[config.mk]
export PLATFORM = sky130hd
export DESIGN_NAME = alu_bus_arbiter
export DESIGN_NICKNAME = d
export VERILOG_FILES = /design/src/rtl/alu_bus_arbiter.sv
export SDC_FILE = /design/constraint.sdc
export NUM_CORES = 1
export LEC_CHECK = 0
export ABC_AREA = 1
export CAP_MARGIN = 20
export CORE_MARGIN = 8
export CORE_UTILIZATION = 45
export CTS_BUF_LIST = sky130_fd_sc_hd__clkbuf_2 sky130_fd_sc_hd__clkbuf_4 sky130_fd_sc_hd__clkbuf_8
export DETAILED_ROUTE_END_ITERATION = 12
export GPL_ROUTABILITY_DRIVEN = 0
export PLACE_DENSITY = 0.76
export SKIP_LAST_GASP = 1
export SYNTH_ARGS = -nofsm -noshare
export SYNTH_HDL_FRONTEND = slang
export SYNTH_SLANG_ARGS = --single-unit
[constraint.sdc]
create_clock -name clk -period 3.2 [get_ports clk]
set_input_delay 0.64 -clock clk [delete_from_list [all_inputs] [get_ports clk]]
set_output_delay 0.64 -clock clk [all_outputs]
set_load 0.005 [all_outputs]
[src/rtl/alu_bus_arbiter.sv]
// -----------------------------------------------------------------------------
// alu_bus_arbiter
//
// Round-robin arbiter for eight ALUs sharing one result bus through an external
// 8-to-1 one-hot mux. One owner at a time holds the bus. It releases the bus in
// one of three ways:
//   - it signals done, and its word is captured into data_out;
//   - it drops its request;
//   - its hold time runs out (forced release).
// Every release is followed by at least one idle cycle, so the bus has time to
// turn around before the next owner drives it.
//
// Parameters
//   BUS_SIZE   width of the shared result bus
//   MAX_HOLD   maximum cycles one owner may hold the bus (1..255)
//
// Ports
//   clk        rising-edge clock
//   rst        synchronous active-high reset
//   req        per-requester bus request, bit i = requester i
//   done       owner's transfer word is on the bus this cycle
//   data_in    output of the shared one-hot mux
//   sel        registered one-hot mux select, zero when there is no owner
//   grant_id   binary index of the owner, meaningful only while busy
//   busy       an owner currently holds the bus
//   data_out   word captured on the done cycle
//   data_valid one-cycle pulse qualifying a new data_out
//   timeout    one-cycle pulse on a forced release
// -----------------------------------------------------------------------------
module alu_bus_arbiter #(
   parameter int BUS_SIZE = 32,
   parameter int MAX_HOLD = 15
) (
   input  logic                clk,
   input  logic                rst,
   input  logic [7:0]          req,
   input  logic                done,
   input  logic [BUS_SIZE-1:0] data_in,
   output logic [7:0]          sel,
   output logic [2:0]          grant_id,
   output logic                busy,
   output logic [BUS_SIZE-1:0] data_out,
   output logic                data_valid,
   output logic                timeout
);

   typedef enum logic {
      IDLE  = 1'b0,
      GRANT = 1'b1
   } state_t;

   state_t              state_q,      state_d;
   logic [7:0]          sel_q,        sel_d;
   logic [2:0]          grant_id_q,   grant_id_d;
   logic                busy_q,       busy_d;
   logic [BUS_SIZE-1:0] data_out_q,   data_out_d;
   logic                data_valid_q, data_valid_d;
   logic                timeout_q,    timeout_d;
   logic [7:0]          hold_q,       hold_d;
   logic [2:0]          last_q,       last_d;

   // Round-robin search results.
   logic       win_found;
   logic [2:0] win_idx;
   logic [2:0] cand_idx;

   // The owner has held the bus for MAX_HOLD cycles once the counter reaches
   // MAX_HOLD-1, because the counter starts at 0 on the first granted cycle.
   logic hold_expired;
   assign hold_expired = (hold_q == 8'(MAX_HOLD - 1));

   always_comb begin
      // NOTE: every signal gets a default before any branch, so no path leaves
      // one unassigned and no latch is inferred.
      state_d      = state_q;
      sel_d        = sel_q;
      grant_id_d   = grant_id_q;
      busy_d       = busy_q;
      data_out_d   = data_out_q;
      data_valid_d = 1'b0;
      timeout_d    = 1'b0;
      hold_d       = hold_q;
      last_d       = last_q;
      win_found    = 1'b0;
      win_idx      = 3'd0;
      cand_idx     = 3'd0;

      // Search upward from last+1. The 3-bit sum wraps modulo 8, so the eighth
      // candidate is the previous owner itself, which is checked last.
      for (int i = 1; i <= 8; i++) begin
         cand_idx = last_q + 3'(i);
         if (!win_found && req[cand_idx]) begin
            win_found = 1'b1;
            win_idx   = cand_idx;
         end
      end

      case (state_q)
         IDLE: begin
            // done is deliberately ignored while there is no owner.
            if (win_found) begin
               state_d    = GRANT;
               sel_d      = 8'd1 << win_idx;
               grant_id_d = win_idx;
               busy_d     = 1'b1;
               hold_d     = 8'd0;
               last_d     = win_idx;
            end
         end

         GRANT: begin
            // Release causes in priority order: done, then timeout, then the
            // request dropping. Any release returns to IDLE, which forces the
            // one-cycle bus turnaround.
            if (done) begin
               data_out_d   = data_in;
               data_valid_d = 1'b1;
               state_d      = IDLE;
            end else if (hold_expired) begin
               timeout_d = 1'b1;
               state_d   = IDLE;
            end else if (!req[grant_id_q]) begin
               state_d = IDLE;
            end else begin
               hold_d = hold_q + 8'd1;
            end

            if (state_d == IDLE) begin
               sel_d  = 8'd0;
               busy_d = 1'b0;
               hold_d = 8'd0;
            end
         end

         default: begin
            state_d = IDLE;
            sel_d   = 8'd0;
            busy_d  = 1'b0;
         end
      endcase
   end

   // The FSM and all of its registered outputs update here, with reset taking
   // priority over every other input.
   always_ff @(posedge clk) begin
      // NOTE: sequential state uses non-blocking assignments only, so every
      // flop samples the values from before this edge.
      if (rst) begin
         state_q      <= IDLE;
         sel_q        <= 8'd0;
         grant_id_q   <= 3'd0;
         busy_q       <= 1'b0;
         data_out_q   <= '0;
         data_valid_q <= 1'b0;
         timeout_q    <= 1'b0;
         hold_q       <= 8'd0;
         last_q       <= 3'd7;  // requester 0 wins first after reset
      end else begin
         state_q      <= state_d;
         sel_q        <= sel_d;
         grant_id_q   <= grant_id_d;
         busy_q       <= busy_d;
         data_out_q   <= data_out_d;
         data_valid_q <= data_valid_d;
         timeout_q    <= timeout_d;
         hold_q       <= hold_d;
         last_q       <= last_d;
      end
   end

   assign sel        = sel_q;
   assign grant_id   = grant_id_q;
   assign busy       = busy_q;
   assign data_out   = data_out_q;
   assign data_valid = data_valid_q;
   assign timeout    = timeout_q;

endmodule

# Word-level counts from Yosys, hierarchy flattened
# Index checks and enable logic that the tools add are counted.
[word_totals] reg_bits=58 inputBits=43 output_inout_bits=46
[op_classes] n_eq_ne=6 bitwise_logic=1 n_shift=1 order_cmp=9 addsub=8 n_reduce_logical=20 mux=54
[ops] operator="$mux W8" n=7
[ops] operator="$lt A3 B4 Y1 const B" n=9
[ops] operator="$pmux W8 S2" n=2
[ops] operator="$bmux W1 S3" n=9
[ops] operator="$mux W1" n=26
[ops] operator="$mux W3" n=8
[ops] operator="$add A3 B3 Y3 const B" n=4
[ops] operator="$ne A3 B3 Y1 const B" n=3
[ops] operator="$add A8 B1 Y8 const B" n=1
[ops] operator="$eq A8 B4 Y1 const B" n=1
[ops] operator="$shl A1 B3 Y8 const A" n=1
[ops] operator="$logic_and A1 B1 Y1" n=7
[ops] operator="$logic_not A1 Y1" n=7
[ops] operator="$add A3 B2 Y3 const B" n=2
[ops] operator="$reduce_and A2 Y1" n=3
[ops] operator="$ne A2 B2 Y1 const B" n=2
[ops] operator="$pmux W1 S2" n=2
[ops] operator="$reduce_and A4 Y1" n=1
[ops] operator="$add A3 B1 Y3 const B" n=1
[ops] operator="$reduce_or A3 Y1" n=1
[ops] operator="$reduce_or A2 Y1" n=1
[ops] operator="$not A1 Y1" n=1

# Depth between registers and ports, before layout
[depth] depth_word=28 ltp_mapped=22

# Worst setup path after synthesis
# Ideal clock, no wire load.
[synth_path] path_kind="register to register" startpoint="register last_q[0]" endpoint="register sel_q[3], in the netlist sel[3]" setup_time_ns=0.133 path_slack_ns=0.741 arrival_time_ns=2.325 synth_period_minus_slack_ns=2.459 t_required_ns=3.067 stages_incl_launch_ff=19 path_cell_list="dfxtp_1 > inv_2 > buf_6 > ha_1 > clkbuf_16 > inv_4 > nand3_2 > nand3_2 > nand2_4 > nor2_8 > nand4_4 > nor2_8 > nand3_4 > nand2_4 > inv_4 > nand3_2 > inv_2 > nand2_1 > a21oi_2"
[synth_between] elab_chain_cells=28
[synth_rtl] element="start: declaration" line_no="60" rtl="logic [2:0] last_q, last_d;"
[synth_rtl] element="start signal: assignment" line_no="167" rtl="last_q <= last_d;"
[synth_rtl] element="$add A3 B1 Y3" line_no="91" rtl="cand_idx = last_q + 3'(i);"
[synth_rtl] element="$bmux W1 S3" line_no="92" rtl="if (!win_found && req[cand_idx]) begin"
[synth_rtl] element="$mux W1 (implied by the code)" line_no="92"
[synth_rtl] element="$mux W1" line_no="92"
[synth_rtl] element="$logic_not A1 Y1" line_no="92"
[synth_rtl] element="$logic_and A1 B1 Y1" line_no="92"
[synth_rtl] element="$mux W1" line_no="92"
[synth_rtl] element="$logic_not A1 Y1" line_no="92"
[synth_rtl] element="(+12 left out)"
[synth_rtl] element="$logic_and A1 B1 Y1" line_no="92"
[synth_rtl] element="$mux W1" line_no="92"
[synth_rtl] element="$logic_not A1 Y1" line_no="92"
[synth_rtl] element="$logic_and A1 B1 Y1" line_no="92"
[synth_rtl] element="$mux W3" line_no="92"
[synth_rtl] element="$shl A1 B3 Y8" line_no="103" rtl="sel_d = 8'd1 << win_idx;"
[synth_rtl] element="$mux W8" line_no="101" rtl="if (win_found) begin"
[synth_rtl] element="$pmux W8 S2" line_no="98" rtl="case (state_q)"
[synth_rtl] element="end signal: assignment" line_no="160" rtl="sel_q <= sel_d;"
[synth_rtl] element="end: declaration" line_no="53" rtl="logic [7:0] sel_q, sel_d;"
# Several ways; a longest one is shown, not always the timed one. The select of a mux whose other input is x is not followed.
# A chain may end at the register's enable or synchronous reset.

# Worst setup path in the final report
[layout_path] startpoint="register last_q[1]" endpoint="register sel_q[7], in the netlist sel[7]"
# The elaborated chain is that of the path after synthesis.

==> results by group <==
Logic synthesis
  • YS warnings: 0
  • Asr flop ratio synth: 0%
  • Syn_nets: 499
  • FF+latch count, synth: 58
  • Unique masters post-synth: 40
  • Syn Inst Count: 452
  • Post-Syn Area: 3240 µm²
  • Seq/Total Area, Yosys: 35.9%
  • Post-Syn Area per Cell: 7.16 µm²
  • Commonest register cell after synthesis: dfxtp_1
  • Post-synth EDFFs: 0

Clock network
  • Worst-path clk slew: 0.07 ns
  • Hold buffers post-CTS: 0
  • CTS Buf Count: 9
  • Clock Tree Root: clkbuf_8
  • Clock sink count: 58
  • # H-tree levels: 3
  • Clock buffer depth: 2
  • Post-CTS setup repair buffer count: 0
  • Clk Latency, worst-skew pair: 0.34 ns
  • CTS tree: done
  • Post-CTS Resized: 0

Global routing
  • Largest net degree at the start of global routing: 39
  • First-pass GRT wire length: 14700 µm
  • Initial antenna violation count: 0
  • Vias in the first global route: 3190
  • Grt total ovfl: 0
  • Gr usage total: 18.3%

Floorplan
  • I/O Pins: 89
  • Die area: 10200 µm²
  • Starting Density: 45.6%
  • Core Area: 7100 µm²
  • Die Wd: 101 µm
  • Die Y: 101 µm
  • Std-Cell Rows: 31

Power
  • Maximum resistive drop on vdd: 0.000409 V
  • Power after layout: 4070 µW
  • Power density cells: 931 nW/µm²
  • Static Leak: 0.00184 µW

Setup path
  • CP Capture Type: flip-flop
  • CP dominant cell by count: nand2_1
  • Startpoint Class: flip-flop
  • Worst-path maximum fanout: 8
  • Chain of cells forming the critical path: inv_2 -> ha_1 -> inv_4 -> nand3_1 -> nand2_2 -> nand2_1 -> nand2_4 -> nand3_1 -> nor2_2 -> nand4_1 -> nand2_1 -> inv_1 -> nand2_1 -> nand2_1 -> nand2_2 -> nand2_1 -> nor2_1 -> nor2_1 -> nor2_1
  • Critical path class: reg -> reg
  • CP Data Required Time: 3.47 ns
  • Slowest CP cell: ha_1
  • Largest stage delay, worst path: 0.46 ns
  • WP data arrival: 2.92 ns

Drt
  • Detailed Route Iter0 Violations: 135
  • Post-route ant nets: 0
  • WL final: 8800 µm
  • DRC: 0
  • Average vias per placed instance: 5.06
  • DR pass1 iterations: 6
  • Drt wl/cell: 13.7 µm
  • Routed vias: 3257

Cells and area
  • Finished Layout Cells: 644
  • Synth-to-Final Area Change: 35.0%
  • Diode count: 0
  • Share of post-route cells with drive strength above 1: 14.7%
  • # nets final: 587
  • Finished Core Util: 61.5%

Place
  • I/O Buffers: 88
  • DP Wirelength: 6700 µm
  • Placement Setup Slack: 0.405 ns
  • Placed Instances: 628

Timing
  • Worst-margin pin slew: 0.913 ns
  • Setup TNS: 0 ns
  • Clk_skew: 0.0113 ns
  • Tmin final: 2.65 ns
  • Fmax: 0.377 GHz
  • RSZ-0062 raised after global routing: false
  • Relative slew slack: 39.0%
  • Fin. max-slew vios: 0
  • Crit share post-route: 82.8%
  • Final setup margin: 0.549 ns
  • Final Hold Viols: 0
  • Final number of setup-violating endpoints: 0

Hold path
  • Hold Crit Class: reg -> reg

Run
  • Max Cap Viol: 0

Status
  • Run status: finished clean
==> power by group <==
group	switching (µW)	leakage, µW	internal [µW]
Sequential	97.2	0.000475	839
Clock	315	0.0000962	364
Combinational	1580	0.00127	871
==> routing by layer <==
layer / track usage, % / wire length, µm / vias up
met4: 6.63 / 154 / 0
met5: 0 / 0 / -
met2: 28.6 / 3850 / 148
met1: 19.8 / 3560 / 1437
li1: - / - / 1650
met3: 10.9 / 1240 / 22
==> worst max-delay path, delay by kind of cell (launching register included) <==
| kind | cells | cell delay [ns] |
|---|---|---|
| and+or+nand+nor | 15 | 1.49 |
| adders and majority gates | 1 | 0.46 |
| DFF | 1 | 0.35 |
| buffers and inverters | 3 | 0.31 |
==> synth_stat cells, types with 5 or more instances <==
cell,count,area (µm²)
nand2_1,82,308
o21ai_0,36,180
nand3_1,36,180
nor2_2,5,31.3
nand2_4,7,78.8
clkbuf_1,10,37.5
inv_2,8,30.0
nor2_1,91,342
nand4_1,8,50.1
inv_1,26,97.6
nand2_2,10,62.6
nand3_2,12,120
dfxtp_1,58,1160
a21oi_1,15,75.1
==> through the flow <==
step / cell area, µm² / hold WS, ns
finish: 4370 / 0.464
detailed placement: 4170 / 0.457
global route: 4370 / 0.499
floorplan: 3240 / 0.454
CTS: 4370 / 0.467
global placement: 4170 / 0.453
==> final timing paths <==
kind | start | cells after the start | slack [ns] | end
worst max-delay path | last_q[1] | 19 | 0.55 | sel[7]
worst min-delay path | sel[0] | 2 | 0.46 | sel[0]
worst max register to register | last_q[1] | 19 | 0.55 | sel[7]
worst min register to register | sel[0] | 2 | 0.46 | sel[0]
==> final cells by class <==
| class | count | area [µm²] |
|---|---|---|
| well taps | 99 | 124 |
| clock inverters | 7 | 76.3 |
| clock buffers | 9 | 124 |
| multi-input cells | 340 | 1810 |
| inverters | 37 | 145 |
| repair buffers | 94 | 926 |
| fillers | 641 | 2730 |
| flip-flops and latches | 58 | 1160 |
==> state kept, by name, indices dropped and copies added, names as in the netlist <==
| name | flops |
|---|---|
| last_q | 3 |
| state_q | 1 |
| timeout | 1 |
| grant_id | 3 |
| data_valid | 1 |
| sel | 8 |
| busy | 1 |
| hold_q | 8 |
| data_out | 32 |
==> logic make-up (layout without fill, tap and decap cells) <==
| family | count (synthesis) | in the layout | synth area share, % |
|---|---|---|---|
| simple gates | 263 | 263 | 40.3 |
| compound gates | 64 | 64 | 11.2 |
| flops | 58 | 58 | 35.9 |
| buf+inv | 54 | 147 | 8.12 |
| xor+xnor | 7 | 7 | 2.36 |
| fa+ha+maj | 4 | 4 | 1.55 |
| mux | 2 | 2 | 0.619 |
==> cells in the final DEF, fill, tap and decap left out, types with 4 or more instances in the layout <==
cell type	instances
ha_1	4
inv_2	8
dfxtp_1	58
a21oi_1	15
nor2_1	91
nand3_1	36
nand2_4	7
o211ai_1	4
xor2_1	4
nand4_1	8
a21oi_2	4
nand3_2	12
clkdlybuf4s50_1	88
nor2_2	5
nor3_1	4
inv_1	26
clkbuf_8	9
buf_4	6
nand2_2	10
o21ai_0	36
nand2_1	82
Power figures use the tool's default switching activity.
